### src/rtl/config_memory_unit.sv
// config_memory_unit: config slot memory with rotating syskey and registered readback
module config_memory_unit #(
    parameter int               DEPTH    = 4,
    parameter int               CFG_W    = 35,
    parameter int               KEY_W    = 2,
    parameter logic [KEY_W-1:0] KEY_SEED = 2'b10,
    parameter int               AW       = $clog2(DEPTH)
) (
    input  logic             clk,
    input  logic             arst,
    input  logic             write_en,
    input  logic [CFG_W-1:0] configin,
    input  logic             clr,
    input  logic             rd_en,
    input  logic [AW-1:0]    rd_addr,
    output logic [KEY_W-1:0] syskey,
    output logic [CFG_W-1:0] rd_data,
    output logic             rd_valid,
    output logic             rd_err,
    output logic             wr_ack,
    output logic             wr_err,
    output logic             full,
    output logic [AW:0]      count,
    output logic [1:0]       dbg_state
);
    typedef enum logic [1:0] {IDLE = 2'b00, COMMIT = 2'b01, HOLD = 2'b10, ILL = 2'b11} state_t;
    state_t state, state_nx;
    logic [CFG_W-1:0] staged;
    logic [CFG_W-1:0] slot [DEPTH];
    logic commit_ok, commit_rej, rd_hit;
    assign full       = count == (AW+1)'(DEPTH);
    assign commit_ok  = state == COMMIT && !clr && !full;
    assign commit_rej = state == COMMIT && !clr && full;
    assign rd_hit     = {1'b0, rd_addr} < count;
    assign dbg_state  = state;
    // state register; the illegal encoding falls back to IDLE through state_nx
    always_ff @(posedge clk) begin
        if (arst) state <= IDLE;
        else      state <= state_nx;
    end
    // next state: one commit per write_en assertion, HOLD absorbs a held request
    always_comb begin
        state_nx = IDLE;
        case (state)
            IDLE:    state_nx = write_en ? COMMIT : IDLE;
            COMMIT:  state_nx = HOLD;
            HOLD:    state_nx = write_en ? HOLD : IDLE;
            default: state_nx = IDLE;
        endcase
    end
    // counters, key rotation, response pulses and readback register
    always_ff @(posedge clk) begin
        if (arst) begin
            count    <= '0;
            syskey   <= KEY_SEED;
            wr_ack   <= 1'b0;
            wr_err   <= 1'b0;
            rd_valid <= 1'b0;
            rd_err   <= 1'b0;
            rd_data  <= '0;
            staged   <= '0;
        end else begin
            if (state == IDLE && write_en) staged <= configin;
            count    <= clr ? '0 : commit_ok ? count + 1'b1 : count;
            syskey   <= commit_ok ? syskey + 1'b1 : syskey;
            wr_ack   <= commit_ok;
            wr_err   <= commit_rej;
            rd_valid <= rd_en;
            rd_err   <= rd_en && !rd_hit;
            if (rd_en) rd_data <= rd_hit ? slot[rd_addr] : '0;
        end
    end
    // slot storage is not reset; a write is dropped when reset lands on the commit edge
    always_ff @(posedge clk) begin
        if (!arst && commit_ok) slot[count[AW-1:0]] <= staged;
    end
endmodule

### config.mk
export PLATFORM = sky130hd
export DESIGN_NAME = config_memory_unit
export DESIGN_NICKNAME = d
export VERILOG_FILES = /design/src/rtl/config_memory_unit.sv
export SDC_FILE = /design/constraint.sdc
export NUM_CORES = 1
export LEC_CHECK = 0
export BUFFER_PORTS_ARGS = -buffer_cell sky130_fd_sc_hd__buf_2
export CAP_MARGIN = 10
export CORE_MARGIN = 2
export CORE_UTILIZATION = 35
export CTS_BUF_LIST = sky130_fd_sc_hd__clkbuf_16
export DETAILED_ROUTE_END_ITERATION = 16
export GPL_ROUTABILITY_DRIVEN = 1
export MAX_ROUTING_LAYER = met4
export PLACE_DENSITY = 0.6
export SYNTH_ARGS = -nofsm -noshare
export SYNTH_HDL_FRONTEND = slang
export SYNTH_SLANG_ARGS = --single-unit
export TNS_END_PERCENT = 100
### constraint.sdc
create_clock -name clk -period 4.8 [get_ports clk]
set_clock_uncertainty 0.15 [all_clocks]
set_input_delay 0.48 -clock clk [delete_from_list [all_inputs] [get_ports clk]]
set_output_delay 0.48 -clock clk [all_outputs]
set_load 0.005 [all_outputs]
==> results of run 1 <==
## through the flow
stage               cell area (um2)  total power, mW
floorplan                      8140             2.24
global placement               8800             2.30
detailed placement             8800             2.31
CTS                            9590             4.08
global route                   9590             4.18
finish                         9590             4.03
## flip-flops by register name (all words and copies together), names as in the netlist
signal and cells:
rd_data 35, wr_ack 1, count 3, syskey 2, rd_err 1, staged 35
slot 140, rd_valid 1, wr_err 1, dbg_state 2
## layout by cell type (no fill, tap or decap), drive strengths merged
master	n
a21oi	40
and2	3
and2b	1
buf	93
bufinv	1
clkbuf	27
clkinv	9
dfxtp	81
edfxtp	140
ha	5
inv	81
mux2i	1
mux4	35
nand2	71
nand2b	1
nand3	2
nand3b	1
nor2	3
nor2b	2
nor3	3
nor3b	2
nor4b	2
o21ai	2
o31ai	3
o32ai	35
or2	1
or3	2
or3b	1
or4	1
## worst max-delay path: stages (launching register included)
cell and delay (ns):
dfxtp_1 0.44, inv_1 0.12, ha_1 0.25, nand2_2 0.12, inv_2 0.08, nor3_1 0.31
and2_2 0.88
## power by group
part	switching (mW)	internal, mW
logic	0.101	0.0751
clock network	0.704	1.06
registers	0.0321	2.06
## kinds of logic (layout without fill, tap and decap cells)
| family | after synthesis | in the layout |
|---|---|---|
| and+or+nand+nor | 96 | 96 |
| muxes | 36 | 36 |
| adders and majority gates | 5 | 5 |
| buffers and inverters | 105 | 211 |
| DFF | 221 | 221 |
| AOI/OAI and AO/OA | 80 | 80 |
## layout make-up
cell class / instances / area share [%]
clock inverters: 17 / 1.10
flip-flops and latches: 221 / 60.8
clock buffers: 27 / 7.05
multi-input cells: 217 / 19.4
well taps: 285 / 3.72
inverters: 74 / 2.90
repair buffers: 93 / 5.01
## routing by layer
| layer | GRT usage [%] | routed length (um) |
|---|---|---|
| met1 | 15.9 | 6570 |
| met2 | 22.6 | 7910 |
| met3 | 2.24 | 691 |
| met4 | 3.80 | 384 |
| met5 | - | 0 |
## worst paths after layout
check,endpoint,slack (ns),depth (start not counted)
max,slot[0][12],2.06,6
max reg2reg,slot[0][12],2.06,6
min reg2reg,rd_data[24],0.32,2
min,staged[26],0.06,3
==> metrics.csv, run 1 <==
stage;metric;value;unit
outcome;status;complete, no violations;
synthesis;EDFF count, synth;140;
cts;CTS root buf;clkbuf_16;
timing;fin. max-slew vios;0;
floorplanning;row count;55;
drt;DR vias;4498;
synthesis;Async S/R FF share, synth;0;%
drt;number of DRC markers in iteration 0;188;
global_route;first-pass GRT wire length;24400;um
cts;total CTS buffers;24;
drt;routed len/inst;16.6;um
pwr;Leak;3.51;nW
critical_path;Worst EP required;4.77;ns
synthesis;adder-cell share of the synthesized area;0.769;%
drt;DRC Markers;0;
placement;PortBufs;88;
timing;Max transition margin;33.3;%
pwr;power density over the cells;421;nW/um2
global_route;vias in the first global route;4646;
drt;vias per cell;4.82;
timing;slack of the critical path;2.06;ns
synthesis;Post-Synth Simple-Gate Area;5.35;%
cells_and_area;post-layout net count;678;
synthesis;biggest area consumer among synthesized cells;edfxtp_1;
cells_and_area;Final Util;42.2;%
timing;Final Hold Fails;0;
timing;Slew @ Worst Pin;1.00;ns
synthesis;Synth area leaders;edfxtp_1, dfxtp_1, mux4_2;
floorplanning;Die X;156;um
timing;Final setup viols;0;
global_route;largest net degree at the start of global routing;79;
synthesis;Syn Inst Count;543;
cells_and_area;share of layout cells above drive strength 1;27.0;%
timing;final period utilization;57.0;%
placement;pre-CTS WS;1.74;ns
cells_and_area;area grow syn2layout;17.8;%
floorplanning;DIE AREA;24500;um2
critical_path;CP Launch Point;count[0];
drt;Post-DRT Antenna Nets;0;
synthesis;main combinational cell family by area after synthesis;multiplexers;
synthesis;fraction of synthesized area in multiplexers;9.81;%
cts;H-tree levels;1;
cells_and_area;filler instances;2082;
hold_path;hold_sp;configin[26];
floorplanning;I/O pin count;89;
floorplanning;Core Area;22700;um2
critical_path;crit path capture type;flop;
critical_path;Critical Path AT;2.71;ns
cts;Worst-path clk slew;0.06;ns
floorplanning;Die Span Y;156;um
synthesis;Synth Warn #;0;
critical_path;FF-to-FF Start;count[0];
drt;wirelength, routed;15500;um
synthesis;top cells by count, synth;edfxtp_1, dfxtp_1, inv_1;
placement;dpl hpwl;9440;um
critical_path;Worst Path Max Fanout;35;
cells_and_area;post-route insts no fill;934;
hold_path;worst min path class;input pin to flop;
synthesis;Main synth FF type;edfxtp_1;
synthesis;Avg Inst Size Synth;15.0;um2
cts;PostCTS Resize Cnt;0;
cts;clk sinks;221;
cts;CTS tree;built;
global_route;initial antenna violation count;0;
synthesis;#FFs+latches synth;221;
cells_and_area;multi-input logic area;1860;um2
cts;Max Buffers Root-to-Sink;3;
synthesis;Yosys cell types;32;
synthesis;Synth Net Count;590;
timing;post-route minimum period;2.74;ns
pwr;peak supply drop;0.000252;V
timing;Min Hold Slack;0.0567;ns
synthesis;Synth Area in XOR/XNOR;0;%
placement;# placed instances;890;
cts;setup repair bufs after CTS;0;
floorplanning;Initial Util;35.8;%
critical_path;crit start category;flop;
placement;GP Congestion;0.701;
global_route;GR Overflow Total;0;
cts;hold buffer count at CTS;0;
synthesis;sequential area share after synthesis;71.6;%
synthesis;count leader, synth;edfxtp_1;
run;total of max-cap violations;0;
synthesis;mapped cell area;8140;um2
drt;Pre-antenna DRT Iters;4;
critical_path;Crit Path Category;flop to flop;
synthesis;Yosys top cell area share;51.7;%
synthesis;Synth Area in Compound Gates;6.80;%
cells_and_area;n_diodes;0;
timing;Max Fclk;0.365;GHz
timing;unrepaired setup endpoints after global routing;false;
cts;worst-skew pair later-pin latency;0.51;ns
global_route;All-Layer GR Usage;13.1;%
timing;TNS Setup;0;ns
cells_and_area;FF/Latch Area;5830;um2
Power figures use the tool's default switching activity.
==> run 2: changes to the inputs <==
--- a/config.mk
+++ b/config.mk
@@ -5,6 +5,7 @@
 export SDC_FILE = /design/constraint.sdc
 export NUM_CORES = 1
 export LEC_CHECK = 0
+export ABC_AREA = 1
 export BUFFER_PORTS_ARGS = -buffer_cell sky130_fd_sc_hd__buf_2
 export CAP_MARGIN = 10
 export CORE_MARGIN = 2
@@ -13,7 +14,7 @@
 export DETAILED_ROUTE_END_ITERATION = 16
 export GPL_ROUTABILITY_DRIVEN = 1
 export MAX_ROUTING_LAYER = met4
-export PLACE_DENSITY = 0.6
+export PLACE_DENSITY = 0.62
 export SYNTH_ARGS = -nofsm -noshare
 export SYNTH_HDL_FRONTEND = slang
 export SYNTH_SLANG_ARGS = --single-unit
==> constraint.sdc (replaced) <==
create_clock -name clk -period 2.43 [get_ports clk]
set_clock_uncertainty 0.15 [all_clocks]
set_input_delay 0.243 -clock clk [delete_from_list [all_inputs] [get_ports clk]]
set_output_delay 0.243 -clock clk [all_outputs]
set_load 0.005 [all_outputs]
==> run 2 against run 1 <==
Compared with the run above: via count increased by 33%; die area increased by 5.5%; critical path depth increased by 2; largest cell class unchanged; largest power group unchanged.
==> metrics.csv, run 2 <==
stage;metric;value;unit;change
critical_path;Bufs and invs on worst path;3;;+1
pwr;power density over the cells;758;nW/um2;+80%
placement;dpl hpwl;11600;um;+23%
cells_and_area;most common cell after layout, fill and taps aside;nand2_1;;
cells_and_area;max reg flops;140;;unchanged
drt;Post-DRT Antenna Nets;0;;unchanged
synthesis;#FFs+latches synth;221;;unchanged
synthesis;Synth Warn #;0;;unchanged
timing;Slew @ Worst Pin;0.559;ns;-0.441 ns
floorplanning;Die Span Y;161;um;+2.7%
synthesis;main combinational cell family by area after synthesis;simple AND/OR/NAND/NOR gates;;
synthesis;Main synth FF type;edfxtp_1;;
critical_path;Worst EP required;2.46;ns;-2.31 ns
cts;CTS tree;built;;
cts;worst-skew pair later-pin latency;0.49;ns;-0.02 ns
synthesis;Synth Area in XOR/XNOR;0;%;unchanged
synthesis;mapped cell area;8600;um2;+5.7%
hold_path;worst min path class;input pin to flop;;
timing;Min Hold Slack;0.171;ns;+0.114 ns
critical_path;slowest CP cell;dfxtp_1;;
timing;post-route minimum period;2.23;ns;-0.508 ns
critical_path;Crit Path Category;flop to flop;;
cells_and_area;post-route insts no fill;1357;;+45%
critical_path;Critical Path AT;2.26;ns;-0.45 ns
cts;total CTS buffers;22;;-8.3%
cells_and_area;n_diodes;0;;unchanged
drt;vias per cell;4.41;;-8.4%
timing;Max Fclk;0.449;GHz;+23%
timing;Max transition margin;62.7;%;+29 points
cells_and_area;area grow syn2layout;23.1;%;
synthesis;Synth Area in Compound Gates;4.60;%;-2.2 points
drt;Pre-antenna DRT Iters;4;;unchanged
drt;wirelength, routed;19200;um;+24%
cts;H-tree levels;1;;unchanged
pwr;peak supply drop;0.000383;V;+52%
placement;# placed instances;1279;;+44%
cells_and_area;share of layout cells above drive strength 1;14.9;%;-12 points
drt;number of DRC markers in iteration 0;310;;+65%
floorplanning;row count;57;;+3.6%
synthesis;Yosys cell types;20;;-38%
drt;DR vias;5989;;+33%
cts;Worst-path clk slew;0.06;ns;about the same
global_route;first-pass GRT wire length;30500;um;+25%
synthesis;adder-cell share of the synthesized area;0.727;%;-0.041 points
synthesis;count leader, synth;nand2_1;;
pwr;Leak;4.61;nW;+31%
drt;routed len/inst;14.2;um;-15%
synthesis;top cells by count, synth;nand2_1, edfxtp_1, inv_1;;
run;total of max-cap violations;0;;unchanged
outcome;status;complete, no violations;;
critical_path;critical path's top delay family;simple AND/OR/NAND/NOR gates;;
synthesis;Async S/R FF share, synth;0;%;unchanged
global_route;largest net degree at the start of global routing;71;;-10%
global_route;vias in the first global route;5697;;+23%
synthesis;fraction of synthesized area in multiplexers;0;%;-9.8 points
cells_and_area;most frequent cells in the layout;nand2_1, edfxtp_1, inv_1;;
placement;PortBufs;88;;unchanged
timing;slack of the critical path;0.200;ns;-1.86 ns
cts;CTS root buf;clkbuf_16;;
cells_and_area;Final Util;43.7;%;+1.5 points
cells_and_area;post-route design area;10600;um2;+10%
timing;Final Hold Fails;0;;unchanged
timing;Final setup viols;0;;unchanged
timing;TNS Setup;0;ns;unchanged
critical_path;crit path capture type;flop;;
placement;GP Congestion;0.821;;+17%
drt;DRC Markers;0;;unchanged
floorplanning;Core Area;24200;um2;+6.8%
synthesis;Synth area leaders;edfxtp_1, dfxtp_1, nand2_1;;
synthesis;Synth Net Count;936;;+59%
cts;clk sinks;221;;unchanged
critical_path;Worst Path Max Fanout;17;;-51%
cts;setup repair bufs after CTS;0;;unchanged
floorplanning;Die X;161;um;+2.7%
global_route;All-Layer GR Usage;15.4;%;+2.2 points
synthesis;Avg Inst Size Synth;9.67;um2;-35%
synthesis;Post-Synth Simple-Gate Area;20.5;%;+15 points
pwr;Tot Pwr;8.02;mW;+99%
timing;final period utilization;91.8;%;+35 points
critical_path;crit start category;flop;;
floorplanning;Initial Util;35.5;%;-0.37 points
placement;pre-CTS WS;0.0517;ns;-1.69 ns
synthesis;Yosys top cell area share;48.9;%;-2.8 points
global_route;GR Overflow Total;0;;unchanged
synthesis;Syn Inst Count;889;;+64%
synthesis;sequential area share after synthesis;67.7;%;-3.9 points
cts;Max Buffers Root-to-Sink;3;;unchanged
timing;fin. max-slew vios;0;;unchanged
synthesis;biggest area consumer among synthesized cells;edfxtp_1;;
floorplanning;I/O pin count;89;;unchanged
critical_path;max incr delay on CP;0.40;ns;-0.48 ns
global_route;initial antenna violation count;0;;unchanged
critical_path;Cell Chain, Critical Path;inv_1 > ha_1 > nand2_1 > nand2_1 > inv_1 > nand2_2 > nor2_4 > buf_4;;
placement;DP Area;9480;um2;+7.7%
floorplanning;DIE AREA;25800;um2;+5.5%
cells_and_area;post-layout net count;1064;;+57%
synthesis;EDFF count, synth;140;;unchanged
timing;unrepaired setup endpoints after global routing;false;;
## run 2: cell types whose count changed after synthesis, moves of 3 or more
cell,change
buf_2,+4
nand3_1,+36
mux4_2,-35
o32ai_1,-35
clkbuf_1,+11
o21ai_0,+37
inv_1,+13
nand2_1,+255
and2_1,-3
nor2_1,+81
buf_6,-3
## run 2: logic make-up (layout without fill, tap and decap cells)
kind of cell             count (synthesis)  after routing
AND/OR/NAND/NOR                        451            451
flip-flops                             221            221
buffers and inverters                  133            277
AO/OA/AOI/OAI                           79             79
adder cells (fa/ha/maj)                  5              5
## run 2: tightest hold or removal path, delay by kind of cell
family / cells / cell delay (ns)
simple gates: 1 / 0.14
buf+inv: 2 / 0.39
## run 2: power breakdown
group / internal [mW] / leakage (nW) / switching (mW)
registers: 4.10 / 1.97 / 0.0807
clock network: 1.99 / 0.379 / 1.36
logic: 0.189 / 2.26 / 0.301
total: 6.27 / 4.61 / 1.75
## run 2: routing by layer
metal	track usage, %	wire length, um	up-vias
met3	2.04	909	32
met2	25.7	9280	118
met5	-	0	-
li1	-	-	3092
met4	4.63	470	0
met1	19.6	8560	2747
## run 2: what timing repair did
| action | 4_1_cts | 5_1_grt |
|---|---|---|
| resized for setup | 0 | 1 |
| hold endpoints to repair | 41 | 0 |
| hold buffers | 38 | 0 |
| endpoints found under the setup margin | 0 | 132 |
## run 2: cell type report
cell class                 instances  area, um2
sequential                       221       5830
clock buffer                      24        601
multi-input combinational        535       2260
inverter                          91        343
clock inverter                    16        123
timing repair buffer             146       1030
tap                              324        405
fill                            2350      13700
## run 2: path summary, 6_finish.rpt
path / cells past startpoint / end / start / slack (ns)
worst max-delay path: 8 / slot[3][11] / count[0] / 0.20
worst min-delay path: 3 / rd_err / arst / 0.17
worst max register to register: 8 / slot[3][11] / count[0] / 0.20
worst min register to register: 2 / rd_data[9] / rd_data[9] / 0.31
